## config.mk

```make
export PLATFORM = sky130hd
export DESIGN_NAME = serial_frame_tx
export DESIGN_NICKNAME = d
export VERILOG_FILES = /design/src/rtl/serial_frame_tx.sv
export SDC_FILE = /design/constraint.sdc
export NUM_CORES = 1
export LEC_CHECK = 0
export ABC_CLOCK_PERIOD_IN_PS = 7600
export CAP_MARGIN = 40
export CORE_MARGIN = 2
export CORE_UTILIZATION = 58
export DETAILED_ROUTE_END_ITERATION = 7
export GPL_TIMING_DRIVEN = 0
export PLACE_DENSITY = 0.85
export SLEW_MARGIN = 10
export SYNTH_ARGS = -nofsm -noshare
export SYNTH_HDL_FRONTEND = slang
export SYNTH_SLANG_ARGS = --single-unit
```

## constraint.sdc

```tcl
create_clock -name clk -period 7.6 [get_ports clk]
set_input_delay 1.52 -clock clk [delete_from_list [all_inputs] [get_ports clk]]
set_output_delay 1.52 -clock clk [all_outputs]
set_load 0.05 [all_outputs]
```

## src/rtl/serial_frame_tx.sv

```systemverilog
// Serial frame transmitter: start bit, port, length and payload are sent MSB-first, then a forced idle gap.
// Define PARITY_EN to append an even-parity bit over the port, length and payload bits.
module serial_frame_tx #(
    parameter int unsigned PORT_W   = 2,
    parameter int unsigned LEN_W    = 4,
    parameter int unsigned DATA_W   = 16,
    parameter int unsigned IDLE_GAP = 1
) (
    input  logic              clk,
    input  logic              rst,
    input  logic              tx_valid,
    output logic              tx_ready,
    input  logic [PORT_W-1:0] tx_port,
    input  logic [LEN_W-1:0]  tx_len,
    input  logic [DATA_W-1:0] tx_data,
    output logic              ser_out,
    output logic              busy,
    output logic              frame_done
);

    localparam int unsigned MAX_PL  = (PORT_W > LEN_W) ? PORT_W : LEN_W;
    localparam int unsigned MAX_PLD = (MAX_PL > (2 ** LEN_W)) ? MAX_PL : (2 ** LEN_W);
    localparam int unsigned MAX_ALL = (MAX_PLD > IDLE_GAP) ? MAX_PLD : IDLE_GAP;
    localparam int unsigned CNT_W   = $clog2(MAX_ALL + 1);

    typedef enum logic [2:0] {
        IDLE  = 3'd0,
        START = 3'd1,
        PORT  = 3'd2,
        LEN   = 3'd3,
        DATA  = 3'd4,
`ifdef PARITY_EN
        PAR   = 3'd6,
`endif
        GAP   = 3'd5
    } state_t;

    state_t            state, state_n;
    logic [CNT_W-1:0]  cnt, cnt_n;
    logic [PORT_W-1:0] port_q, port_n, port_sh;
    logic [LEN_W-1:0]  len_q, len_n, len_sh;
    logic [DATA_W-1:0] data_q, data_n, data_sh;
    logic              ser_n, ready_n, busy_n, done_n;
`ifdef PARITY_EN
    logic              par_q, par_n;
`endif

    // State, captured request and registered outputs
    always_ff @(posedge clk or posedge rst) begin
        if (rst) begin
            state      <= IDLE;
            cnt        <= '0;
            port_q     <= '0;
            len_q      <= '0;
            data_q     <= '0;
            ser_out    <= 1'b1;
            tx_ready   <= 1'b1;
            busy       <= 1'b0;
            frame_done <= 1'b0;
`ifdef PARITY_EN
            par_q      <= 1'b0;
`endif
        end else begin
            state      <= state_n;
            cnt        <= cnt_n;
            port_q     <= port_n;
            len_q      <= len_n;
            data_q     <= data_n;
            ser_out    <= ser_n;
            tx_ready   <= ready_n;
            busy       <= busy_n;
            frame_done <= done_n;
`ifdef PARITY_EN
            par_q      <= par_n;
`endif
        end
    end

    // Next state; outputs are derived from the state being entered so they line up with it
    always_comb begin
        state_n = state;
        cnt_n   = cnt;
        port_n  = port_q;
        len_n   = len_q;
        data_n  = data_q;
        ser_n   = 1'b1;
        done_n  = 1'b0;
`ifdef PARITY_EN
        par_n   = par_q;
`endif

        case (state)
            IDLE: begin
                if (tx_valid) begin
                    state_n = START;
                    port_n  = tx_port;
                    len_n   = tx_len;
                    data_n  = tx_data;
`ifdef PARITY_EN
                    par_n   = 1'b0;
`endif
                end
            end
            START: begin
                state_n = PORT;
                cnt_n   = CNT_W'(PORT_W - 1);
            end
            PORT: begin
                if (cnt == '0) begin
                    state_n = LEN;
                    cnt_n   = CNT_W'(LEN_W - 1);
                end else begin
                    cnt_n = cnt - CNT_W'(1);
                end
            end
            LEN: begin
                if (cnt != '0) begin
                    cnt_n = cnt - CNT_W'(1);
                end else if (len_q != '0) begin
                    state_n = DATA;
                    cnt_n   = CNT_W'(len_q) - CNT_W'(1);
                end else begin
`ifdef PARITY_EN
                    state_n = PAR;
`else
                    state_n = GAP;
`endif
                end
            end
            DATA: begin
                if (cnt == '0) begin
`ifdef PARITY_EN
                    state_n = PAR;
`else
                    state_n = GAP;
`endif
                end else begin
                    cnt_n = cnt - CNT_W'(1);
                end
            end
`ifdef PARITY_EN
            PAR: begin
                state_n = GAP;
            end
`endif
            GAP: begin
                if (cnt == '0) begin
                    state_n = IDLE;
                end else begin
                    cnt_n = cnt - CNT_W'(1);
                end
            end
            default: begin
                state_n = IDLE;
            end
        endcase

        // Gap counter reload and the end-of-frame pulse happen only on GAP entry
        if (state_n == GAP && state != GAP) begin
            cnt_n  = CNT_W'(IDLE_GAP - 1);
            done_n = 1'b1;
        end

        port_sh = port_q >> cnt_n;
        len_sh  = len_q >> cnt_n;
        data_sh = data_q >> cnt_n;

        case (state_n)
            START:   ser_n = 1'b0;
            PORT:    ser_n = port_sh[0];
            LEN:     ser_n = len_sh[0];
            DATA:    ser_n = data_sh[0];
`ifdef PARITY_EN
            PAR:     ser_n = par_q;
`endif
            default: ser_n = 1'b1;
        endcase

`ifdef PARITY_EN
        if (state_n == PORT || state_n == LEN || state_n == DATA) begin
            par_n = par_n ^ ser_n;
        end
`endif

        ready_n = (state_n == IDLE);
        busy_n  = (state_n != IDLE);
    end

endmodule

```

==> results.md, run 1 <==
* Status: completed
* Number of synthesized flops with an enable pin at 0
* Clock sinks at 34
* CTS tree: done
* Hold buffer count at cts at 0
* Post-synthesis simple-gate area fraction at 0.176
* Crit path DAT at 3670 ps
* Adder-Cell Fraction of Synth Area at 0.0312
* Core ar. at slightly above 3000 µm²
* P_sw at 0.435 mW
* Fillers at 231
* Reg clk slew, reported paths at 90 ps
* Resized Gates After CTS at 0
* Hold endpoint: data_q[8]$_DFFE_PP0P_
* Tmin final at 3460 ps
* CP max-delay cell: nor3_1
* Postcts setup bufs at 0
* Dpl hpwl at 3400 µm
* Lkg Pwr at 0.979 nW
* Data required, critical path at between 7000 and 8000 ps
* Worst setup margin at 4140 ps
* Setup Viol. Count Final at 0
* Switching Share at 0.424
* Pwr dens at 432 nW/µm²
* Mux share of post-synthesis cell area at 0.139
* IO buf count at 28
* Yosys warning total at 0
* Peak supply drop at 0.281 mV
* Root buffer cell: clkbuf_4
* DRT Wirelength at between 4000 and 5000 µm
* Initial antenna violation count at 0
* Critical-path cell list: clkdlybuf4s50_1 -> nand2b_1 -> nor3_1 -> buf_2 -> clkbuf_1 -> mux2_2
* Pins over their slew limit at 0
* Largest net degree at the start of global routing at 21
* Top post-synthesis cells by area: dfrtp_1 42%, mux2_2 12%, dfstp_2 2.7%
* Vias per cell at 6.08
* Clock power share at 0.119
* Gr ovfl total at 0
* Crit. End Element: flip-flop
* Vias at 1635
* Share of the synthesized area in the top cell type at 0.416
* Reg2reg start: cnt[0]$_DFF_PP0_
* Die area at 3800 µm²
* Initial Utilization at 0.621
* Crit path kind: primary input to flip-flop
* First-pass GRT wire length at 7280 µm
* Largest family of logic cells by synthesized area: simple AND/OR/NAND/NOR gates
* DP Worst Slack at around 3800 ps
* XOR/XNOR share of the synthesized area at 0.00910
* Hold Crit Start: data_q[8]$_DFFE_PP0P_
* Layout Nets at 253
* Worst reg2reg path depth at 13
* GPL Wtd Cong at ~0.85
* Largest stage delay on the critical path at roughly 530 ps
* Detailed Routing Iterations Pass 1 at 4
* Post-synth cell types at 52
* Antenna-violating nets left at 0
* Fmax at 289 MHz
* Die W at 61.6 µm
* Hold_ws at about 510 ps
* Combinational power share at 0.548
* Synth Area in Compound Gates at 0.162
* Synth Flop Type: dfrtp_1
* Max H-tree Level at 2
* Most frequent cells in the layout: 32 x dfrtp_1, 28 x clkdlybuf4s50_1, 21 x mux2_2
* Seq pwr share at 0.333
* Area grow syn2layout at 23.5%
* Syn Area/Cell at 10.4 µm²
* Min-delay worst type: flip-flop to flip-flop
* Cell area after synthesis at about 1900 µm²
* Async set or reset register ratio after synthesis at 1.00
* Global Route Usage Sum at 0.269
* Sequential area share after synthesis at 0.443
* Diode count at 0
* Boundary Pins at 29
* Util after Layout at 0.766
* Worst slew margin at 0.543
* RSZ-0062 raised after global routing: false
* Final Hold Viols at 0
* Number of DRC markers in iteration 0 at 87
* Setup tns final at 0 ps
* Max Cap Viol at 0
* Die Ht at 61.6 µm
* Cells after Synth at 186
* Num rows at 20
* Hold Path Stages at 1
* Vias in the first global route at 1617
* CP max FO at 10
* Fraction of layout cells with a size suffix above 1 at 0.204
* R2R Path End: ser_out$_DFF_PP1_
* Worst-Margin Slew at 680 ps
* CP Launch Type: primary input
* Yosys reg bits at 34
* Clock latency at the later pin of the worst-skew pair at 340 ps
* Internal power at 0.590 mW
* DRC at 0
* CTS buffer count at 5
* Yosys top cell by area: dfrtp_1
* Most common cell after layout, fill and taps aside: dfrtp_1
* Wire length per cell at 16.5 µm
* Clock Skew at ~15 ps
* Mapped Nets at around 220
* CTS Buffer Depth at 2
* Final period util at 0.455
* Reg2reg setup slack at 4270 ps
==> power by group through the flow <==
stage,Sequential [mW],Combinational (mW),Clock (mW)
floorplan,0.337,0.414,0
global placement,0.336,0.526,0
detailed placement,0.343,0.548,0
CTS,0.340,0.553,0.124
global route,0.353,0.611,0.132
finish,0.342,0.562,0.122
==> stage by stage <==
| step | total power [mW] | area [µm²] | instances |
|---|---|---|---|
| 2_1_floorplan | 0.751 | 1930 | 186 |
| 3_3_place_gp | 0.861 | 2260 | 258 |
| 3_5_place_dp | 0.890 | 2290 | 260 |
| 4_1_cts | 1.02 | 2370 | 268 |
| 5_1_grt | 1.10 | 2380 | 269 |
| 6_report | 1.03 | 2380 | 269 |
==> area by class of cell <==
cell class,count,area (µm²),area share
Multi-Input combinational cell,135,997,0.419
Buffer,9,45.0,0.0189
Inverter,8,30.0,0.0126
Clock buffer,8,78.8,0.0332
Sequential cell,34,853,0.359
Timing Repair Buffer,31,318,0.134
Tap cell,44,55.1,0.0232
==> sequential cells by signal, indices dropped and copies added, names as in the netlist <==
| signal | count |
|---|---|
| cnt | 5 |
| data_q | 16 |
| busy | 1 |
| frame_done | 1 |
| ser_out | 1 |
| tx_ready | 1 |
| port_q | 2 |
| len_q | 4 |
| state | 3 |
==> critical path: cells and delay by family <==
| family | cells | cell delay, ps |
|---|---|---|
| AND/OR/NAND/NOR | 2 | 600 |
| buffers and inverters | 3 | 1160 |
| multiplexers | 1 | 400 |
==> cells by family (layout without fill, tap and decap cells) <==
family / Yosys count / in the layout
adder cells (fa/ha/maj): 5 / 5
AND/OR/NAND/NOR: 60 / 60
AO/OA/AOI/OAI: 44 / 44
buffers and inverters: 17 / 56
multiplexers: 24 / 24
flip-flops: 34 / 34
XOR/XNOR: 2 / 2
==> cells in the mapped netlist (all sizes together), types with 2 or more instances <==
cell	count
dfrtp	32
mux2	22
nor2	13
nand2	12
o21ai	9
inv	8
nor3	8
a21oi	5
a31oi	5
clkbuf	5
nand2b	5
buf	4
ha	4
o22ai	4
a211oi	3
nand3	3
nor3b	3
o2111ai	3
a21o	2
a22o	2
dfstp	2
mux2i	2
nor2b	2
nor4b	2
o31ai	2
or2	2
xnor2	2
==> metal layers <==
| layer | track usage | wire [µm] | up-vias |
|---|---|---|---|
| met3 | 0.0693 | 230 | 13 |
| met5 | 0 | 0 | - |
| met2 | 0.444 | 2290 | 68 |
| met4 | 0.100 | 91 | 0 |
| met1 | 0.341 | 1830 | 792 |
| li1 | - | - | 762 |
==> worst max path at each step <==
stage                                        end      from  slack, ps  cells after the start
after floorplan           data_q[10]$_DFFE_PP0P_  tx_valid       4650                      4
after global placement      len_q[3]$_DFFE_PP0P_  tx_valid       3710                      5
after detailed placement   data_q[0]$_DFFE_PP0P_  tx_valid       3840                      6
after CTS                  data_q[0]$_DFFE_PP0P_  tx_valid       4170                      6
after global routing       data_q[2]$_DFFE_PP0P_  tx_valid       3990                      6
final                      data_q[0]$_DFFE_PP0P_  tx_valid       4140                      6
(Power assumes the default switching activity.)
==> run 2: changes to the inputs <==
- ABC_CLOCK_PERIOD_IN_PS: 7600 -> 3600
- CORE_UTILIZATION: 58 -> 54
- PLACE_DENSITY: 0.85 -> 0.8
- clock period: 7.6 -> 3.6 ns (I/O delays scaled with it)
==> results.md, run 2 (synthesis results as in run 1) <==
* Setup tns final at 0 ps (unchanged)
* IO buf count at 28 (unchanged)
* CTS buffer count at 5 (unchanged)
* RSZ-0062 raised after global routing: false (unchanged)
* Dpl hpwl at 3440 µm (was 3400 µm)
* Clock Skew at 6.98 ps (was 14.8 ps)
* Top Registers: data_q x16, cnt x5, len_q x4 (unchanged)
* Vias per cell at 5.86 (was 6.08)
* Diode count at 0 (unchanged)
* Placed Cells at 263 (was 260)
* CTS tree: done (unchanged)
* DRC at 0 (unchanged)
* Status: completed (unchanged)
* Peak supply drop at 0.471 mV (was 0.281 mV)
* Hold Path Stages at 1 (unchanged)
* Largest register by flop count: data_q (unchanged)
* Worst slew margin at 0.515 (was 0.543)
* Reg2reg start: cnt[0]$_DFF_PP0_ (unchanged)
* Max Cap Viol at 0 (unchanged)
* Tmin final at 3310 ps
* Most frequent cells in the layout: 32 x dfrtp_1, 28 x clkdlybuf4s50_1, 21 x mux2_2 (unchanged)
* Fmax at between 300 and 400 MHz
* Pwr dens at 902 nW/µm² (was 432 nW/µm²)
* Worst reg2reg path depth at 13 (unchanged)
* Boundary Pins at 29 (unchanged)
* Wire length per cell at 16.1 µm (was 16.5 µm)
* WP buf/inv at 3 (unchanged)
* R2R Path End: ser_out$_DFF_PP1_ (unchanged)
* Area grow syn2layout at 23.6% (was 23.5%)
* Final Hold Viols at 0 (unchanged)
* Clock latency at the later pin of the worst-skew pair at 340 ps (about the same)
* DRT Wirelength at 4350 µm (was 4450 µm)
* Largest net degree at the start of global routing at 19 (was 21)
* CP Launch Point: cnt[0]$_DFF_PP0_ (was tx_valid)
* Crit path DAT at 3570 ps (was 3670 ps)
* CP Launch Type: flip-flop (was primary input)
* Vias at 1588 (was 1635)
* Resized Gates After CTS at 0 (unchanged)
* Min-delay worst type: flip-flop to flip-flop (unchanged)
* Crit. End Element: flip-flop (unchanged)
* CTS Buffer Depth at 2 (unchanged)
* Reg clk slew, reported paths at 100 ps (was 90 ps)
* Most common cell after layout, fill and taps aside: dfrtp_1 (unchanged)
* Fillers at 263 (was 231)
* Data required, critical path at 3870 ps (was 7820 ps)
* Core ar. at 3390 µm² (was 3100 µm²)
* Num rows at 21 (was 20)
* Critical-path cell list: inv_1 -> ha_1 -> nor4b_4 -> inv_1 -> ha_1 -> o22ai_1 -> o221ai_2 -> o221a_2 -> buf_6 -> mux2_1 -> nor3_1 -> or4b_1 -> a31oi_1 (was clkdlybuf4s50_1 -> nand2b_1 -> nor3_1 -> buf_2 -> clkbuf_1 -> mux2_2)
* Total power at 2.15 mW (was 1.03 mW)
* CP endpoint: ser_out$_DFF_PP1_ (was data_q[0]$_DFFE_PP0P_)
* Layout Nets at 253 (unchanged)
* Die W at 63.7 µm (was 61.6 µm)
* Gr ovfl total at 0 (unchanged)
* Root buffer cell: clkbuf_4 (unchanged)
* Vias in the first global route at 1663 (was 1617)
* Finished Layout Cells at 271 (was 269)
* First-pass GRT wire length at 7610 µm (was 7280 µm)
* CP max-delay cell: or4b_1 (was nor3_1)
* Final period util at 0.919
* Setup Viol. Count Final at 0 (unchanged)
* CP top delay family: simple AND/OR/NAND/NOR gates (was buffers and inverters)
* Postcts setup bufs at 0 (unchanged)
* Largest stage delay on the critical path at 540 ps (was 530 ps)
* WP depth at 13 (was 6)
* Initial Utilization at 0.568 (was 0.621)
* CP max FO at 10 (unchanged)
* Detailed Routing Iterations Pass 1 at 4 (unchanged)
* Fraction of layout cells with a size suffix above 1 at 0.204 (unchanged)
* Global Route Usage Sum at 0.244 (was 0.269)
* Initial antenna violation count at 0 (unchanged)
* Pins over their slew limit at 0 (unchanged)
* Reg2reg setup slack at 290 ps (was 4270 ps)
* Antenna-violating nets left at 0 (unchanged)
* Max FFs per register at 16 (unchanged)
* Hold buffer count at cts at 0 (unchanged)
* Die Ht at 63.7 µm (was 61.6 µm)
* Clock sinks at 34 (unchanged)
* Die area at 4060 µm² (was 3800 µm²)
* GPL Wtd Cong at 0.839 (was 0.848)
* Number of DRC markers in iteration 0 at 118 (was 87)
* Crit path kind: flip-flop to flip-flop (was primary input to flip-flop)
* Worst-Margin Slew at 721 ps (was 680 ps)
* Lkg Pwr at 0.979 nW (unchanged)
* Max H-tree Level at 2 (unchanged)
## run 2: cell counts in the layout (fill, tap and decap cells not counted)
Identical to the previous run, type by type.
## run 2: metrics by stage
| step | worst slack, ps | utilization | hold WS, ps | cell area (µm²) |
|---|---|---|---|---|
| 6_report | 292 | 0.702 | 518 | 2380 |
| 5_1_grt | 75.3 | 0.702 | 535 | 2380 |
| 4_1_cts | 272 | 0.702 | 520 | 2380 |
| 3_5_place_dp | 321 | 0.679 | 496 | 2300 |
| 3_3_place_gp | 344 | 0.668 | 489 | 2260 |
| 2_1_floorplan | 662 | - | 473 | 1930 |
## run 2: worst min-delay path by stage
stage	start	slack (ps)	end
floorplan	data_q[8]$_DFFE_PP0P_	470	data_q[8]$_DFFE_PP0P_
global placement	data_q[13]$_DFFE_PP0P_	490	data_q[13]$_DFFE_PP0P_
detailed placement	data_q[11]$_DFFE_PP0P_	500	data_q[11]$_DFFE_PP0P_
CTS	data_q[1]$_DFFE_PP0P_	520	data_q[1]$_DFFE_PP0P_
global route	data_q[1]$_DFFE_PP0P_	540	data_q[1]$_DFFE_PP0P_
finish	data_q[11]$_DFFE_PP0P_	520	data_q[11]$_DFFE_PP0P_
## run 2: per-layer routing
metal / wire (µm) / global-route usage
met1: 1810 / 0.307
met2: 2210 / 0.403
met3: 200 / 0.0482
met4: 129 / 0.117
met5: 0 / 0
## run 2: layout make-up
class	count	area, µm²	area share
Buffer	9	45.0	0.0189
Clock buffer	8	78.8	0.0331
Inverter	8	30.0	0.0126
Multi-Input combinational cell	135	997	0.419
Sequential cell	34	853	0.359
Tap cell	46	57.6	0.0242
Timing Repair Buffer	31	318	0.134
## run 2: report_power, final
part | internal, mW | total [mW] | switching, mW
Clock | 0.133 | 0.258 | 0.124
Sequential | 0.567 | 0.727 | 0.160
Combinational | 0.547 | 1.16 | 0.615
==> run 3: changes to the inputs <==
- CORE_ASPECT_RATIO: default -> 1.75
==> results.md, run 3 (synthesis results as in run 1) <==
* Most common cell after layout, fill and taps aside: dfrtp_1 (unchanged)
* Peak supply drop at 0.619 mV (was 0.471 mV)
* Postcts setup bufs at 0 (unchanged)
* Boundary Pins at 29 (unchanged)
* CP max FO at 10 (unchanged)
* Core ar. at 3400 µm² (was 3390 µm²)
* Largest net degree at the start of global routing at 24 (was 19)
* Die Ht at 83.0 µm (was 63.7 µm)
* Root buffer cell: clkbuf_8 (was clkbuf_4)
* Pwr dens at 919 nW/µm² (was 902 nW/µm²)
* DRC at 0 (unchanged)
* Die W at 49.1 µm (was 63.7 µm)
* CTS buffer count at 5 (unchanged)
* Diode count at 0 (unchanged)
* Area grow syn2layout at 24.0% (was 23.6%)
* Crit path DAT at 3510 ps (was 3570 ps)
* Fraction of layout cells with a size suffix above 1 at 0.196 (was 0.204)
* First-pass GRT wire length at 8060 µm (was 7610 µm)
* CTS Buffer Depth at 2 (unchanged)
* Global Route Usage Sum at 0.255 (was 0.244)
* Die area at 4080 µm² (was 4060 µm²)
* RSZ-0062 raised after global routing: false (unchanged)
* Max FFs per register at 16 (unchanged)
* Clock Skew at 6.22 ps (was 6.98 ps)
* Vias per cell at 5.97 (was 5.86)
* Fmax at 304 MHz (was 302 MHz)
* Clock sinks at 34 (unchanged)
* Antenna-violating nets left at 0 (unchanged)
* Placed Area at 2300 µm² (about the same)
* Largest register by flop count: data_q (unchanged)
* Reg clk slew, reported paths at 70 ps (was 100 ps)
* Lkg Pwr at 0.978 nW (was 0.979 nW)
* Vias at 1606 (was 1588)
* Worst-Margin Slew at 579 ps (was 721 ps)
* GPL Wtd Cong at 0.924 (was 0.839)
* Most frequent cells in the layout: 32 x dfrtp_1, 28 x clkdlybuf4s50_1, 21 x mux2_2 (unchanged)
* Num rows at 28 (was 21)
* Setup Viol. Count Final at 0 (unchanged)
* Hold buffer count at cts at 0 (unchanged)
* Top Registers: data_q x16, cnt x5, len_q x4 (unchanged)
* Worst slew margin at 0.611 (was 0.515)
* Gr ovfl total at 0 (unchanged)
* Max Cap Viol at 0 (unchanged)
* Clock latency at the later pin of the worst-skew pair at 280 ps (was 340 ps)
* IO buf count at 28 (unchanged)
* Detailed Routing Iterations Pass 1 at 4 (unchanged)
* Wire length per cell at 17.5 µm (was 16.1 µm)
* DRT Wirelength at 4700 µm (was 4350 µm)
* Status: completed (unchanged)
* Max H-tree Level at 2 (unchanged)
* Min-delay worst type: flip-flop to flip-flop (unchanged)
* Crit path kind: flip-flop to flip-flop (unchanged)
* Pins over their slew limit at 0 (unchanged)
* Resized Gates After CTS at 0 (unchanged)
* Finished Cell Area at 2390 µm² (was 2380 µm²)
* Final Hold Viols at 0 (unchanged)
* CTS tree: done (unchanged)
* Vias in the first global route at 1680 (was 1663)
* CP Launch Type: flip-flop (unchanged)
* Dpl hpwl at 3640 µm (was 3440 µm)
* Setup tns final at 0 ps (unchanged)
* Number of DRC markers in iteration 0 at 44 (was 118)
* Data required, critical path at 3810 ps (was 3870 ps)
* Tmin final at 3290 ps (was 3310 ps)
* Initial Utilization at 0.567 (was 0.568)
* Layout Nets at 253 (unchanged)
* Crit. End Element: flip-flop (unchanged)
* Final period util at 0.915 (was 0.919)
* Initial antenna violation count at 0 (unchanged)
run 3: layer usage:
layer  share of wire  vias up  global-route usage
met2            0.55       54               0.446
met5               0        -                   0
li1                -      766                   -
met4           0.043        0               0.153
met1            0.37      771               0.282
met3           0.037       15              0.0396
run 3: worst paths after layout:
check | startpoint | endpoint | slack (ps) | cells past startpoint
worst max register to register | cnt[0]$_DFF_PP0_ | ser_out$_DFF_PP1_ | 310 | 13
min in group asynchronous | rst | frame_done$_DFF_PP0_ | 780 | 2
worst min-delay path | data_q[4]$_DFFE_PP0P_ | data_q[4]$_DFFE_PP0P_ | 510 | 1
worst min register to register | data_q[4]$_DFFE_PP0P_ | data_q[4]$_DFFE_PP0P_ | 510 | 1
worst max-delay path | cnt[0]$_DFF_PP0_ | ser_out$_DFF_PP1_ | 310 | 13
max in group asynchronous | rst | ser_out$_DFF_PP1_ | 2230 | 3
run 3: power by group:
| group | internal [mW] | switching, mW |
|---|---|---|
| clock | 0.152 | 0.131 |
| combinational | 0.548 | 0.642 |
| sequential | 0.568 | 0.153 |
| total | 1.27 | 0.926 |
run 3: critical path, stage by stage, from the launching register on:
cell	delay (ps)
dfrtp_1	470
inv_1	120
ha_1	200
nor4b_4	330
inv_1	180
ha_1	310
o22ai_1	210
o221ai_2	120
o221a_2	160
buf_6	150
mux2_1	190
nor3_1	40
or4b_1	560
a31oi_1	190
run 3: area by class of cell:
type / instances / area (µm²)
Sequential cell: 34 / 853
Inverter: 8 / 30.0
Buffer: 9 / 45.0
Tap cell: 45 / 56.3
Fill cell: 273 / 1010
Timing Repair Buffer: 31 / 320
Clock buffer: 7 / 86.3
Multi-Input combinational cell: 135 / 997
run 3: metrics by stage:
step | power, mW | hold WS [ps] | instances | utilization | setup WS [ps]
4_1_cts | 2.19 | 510 | 269 | 0.703 | 325
6_report | 2.19 | 508 | 269 | 0.703 | 305
3_5_place_dp | 1.90 | 496 | 262 | 0.677 | 349
3_3_place_gp | 1.84 | 484 | 259 | 0.666 | 367
2_1_floorplan | 1.59 | 473 | 186 | - | 662
5_1_grt | 2.36 | 521 | 269 | 0.703 | 106
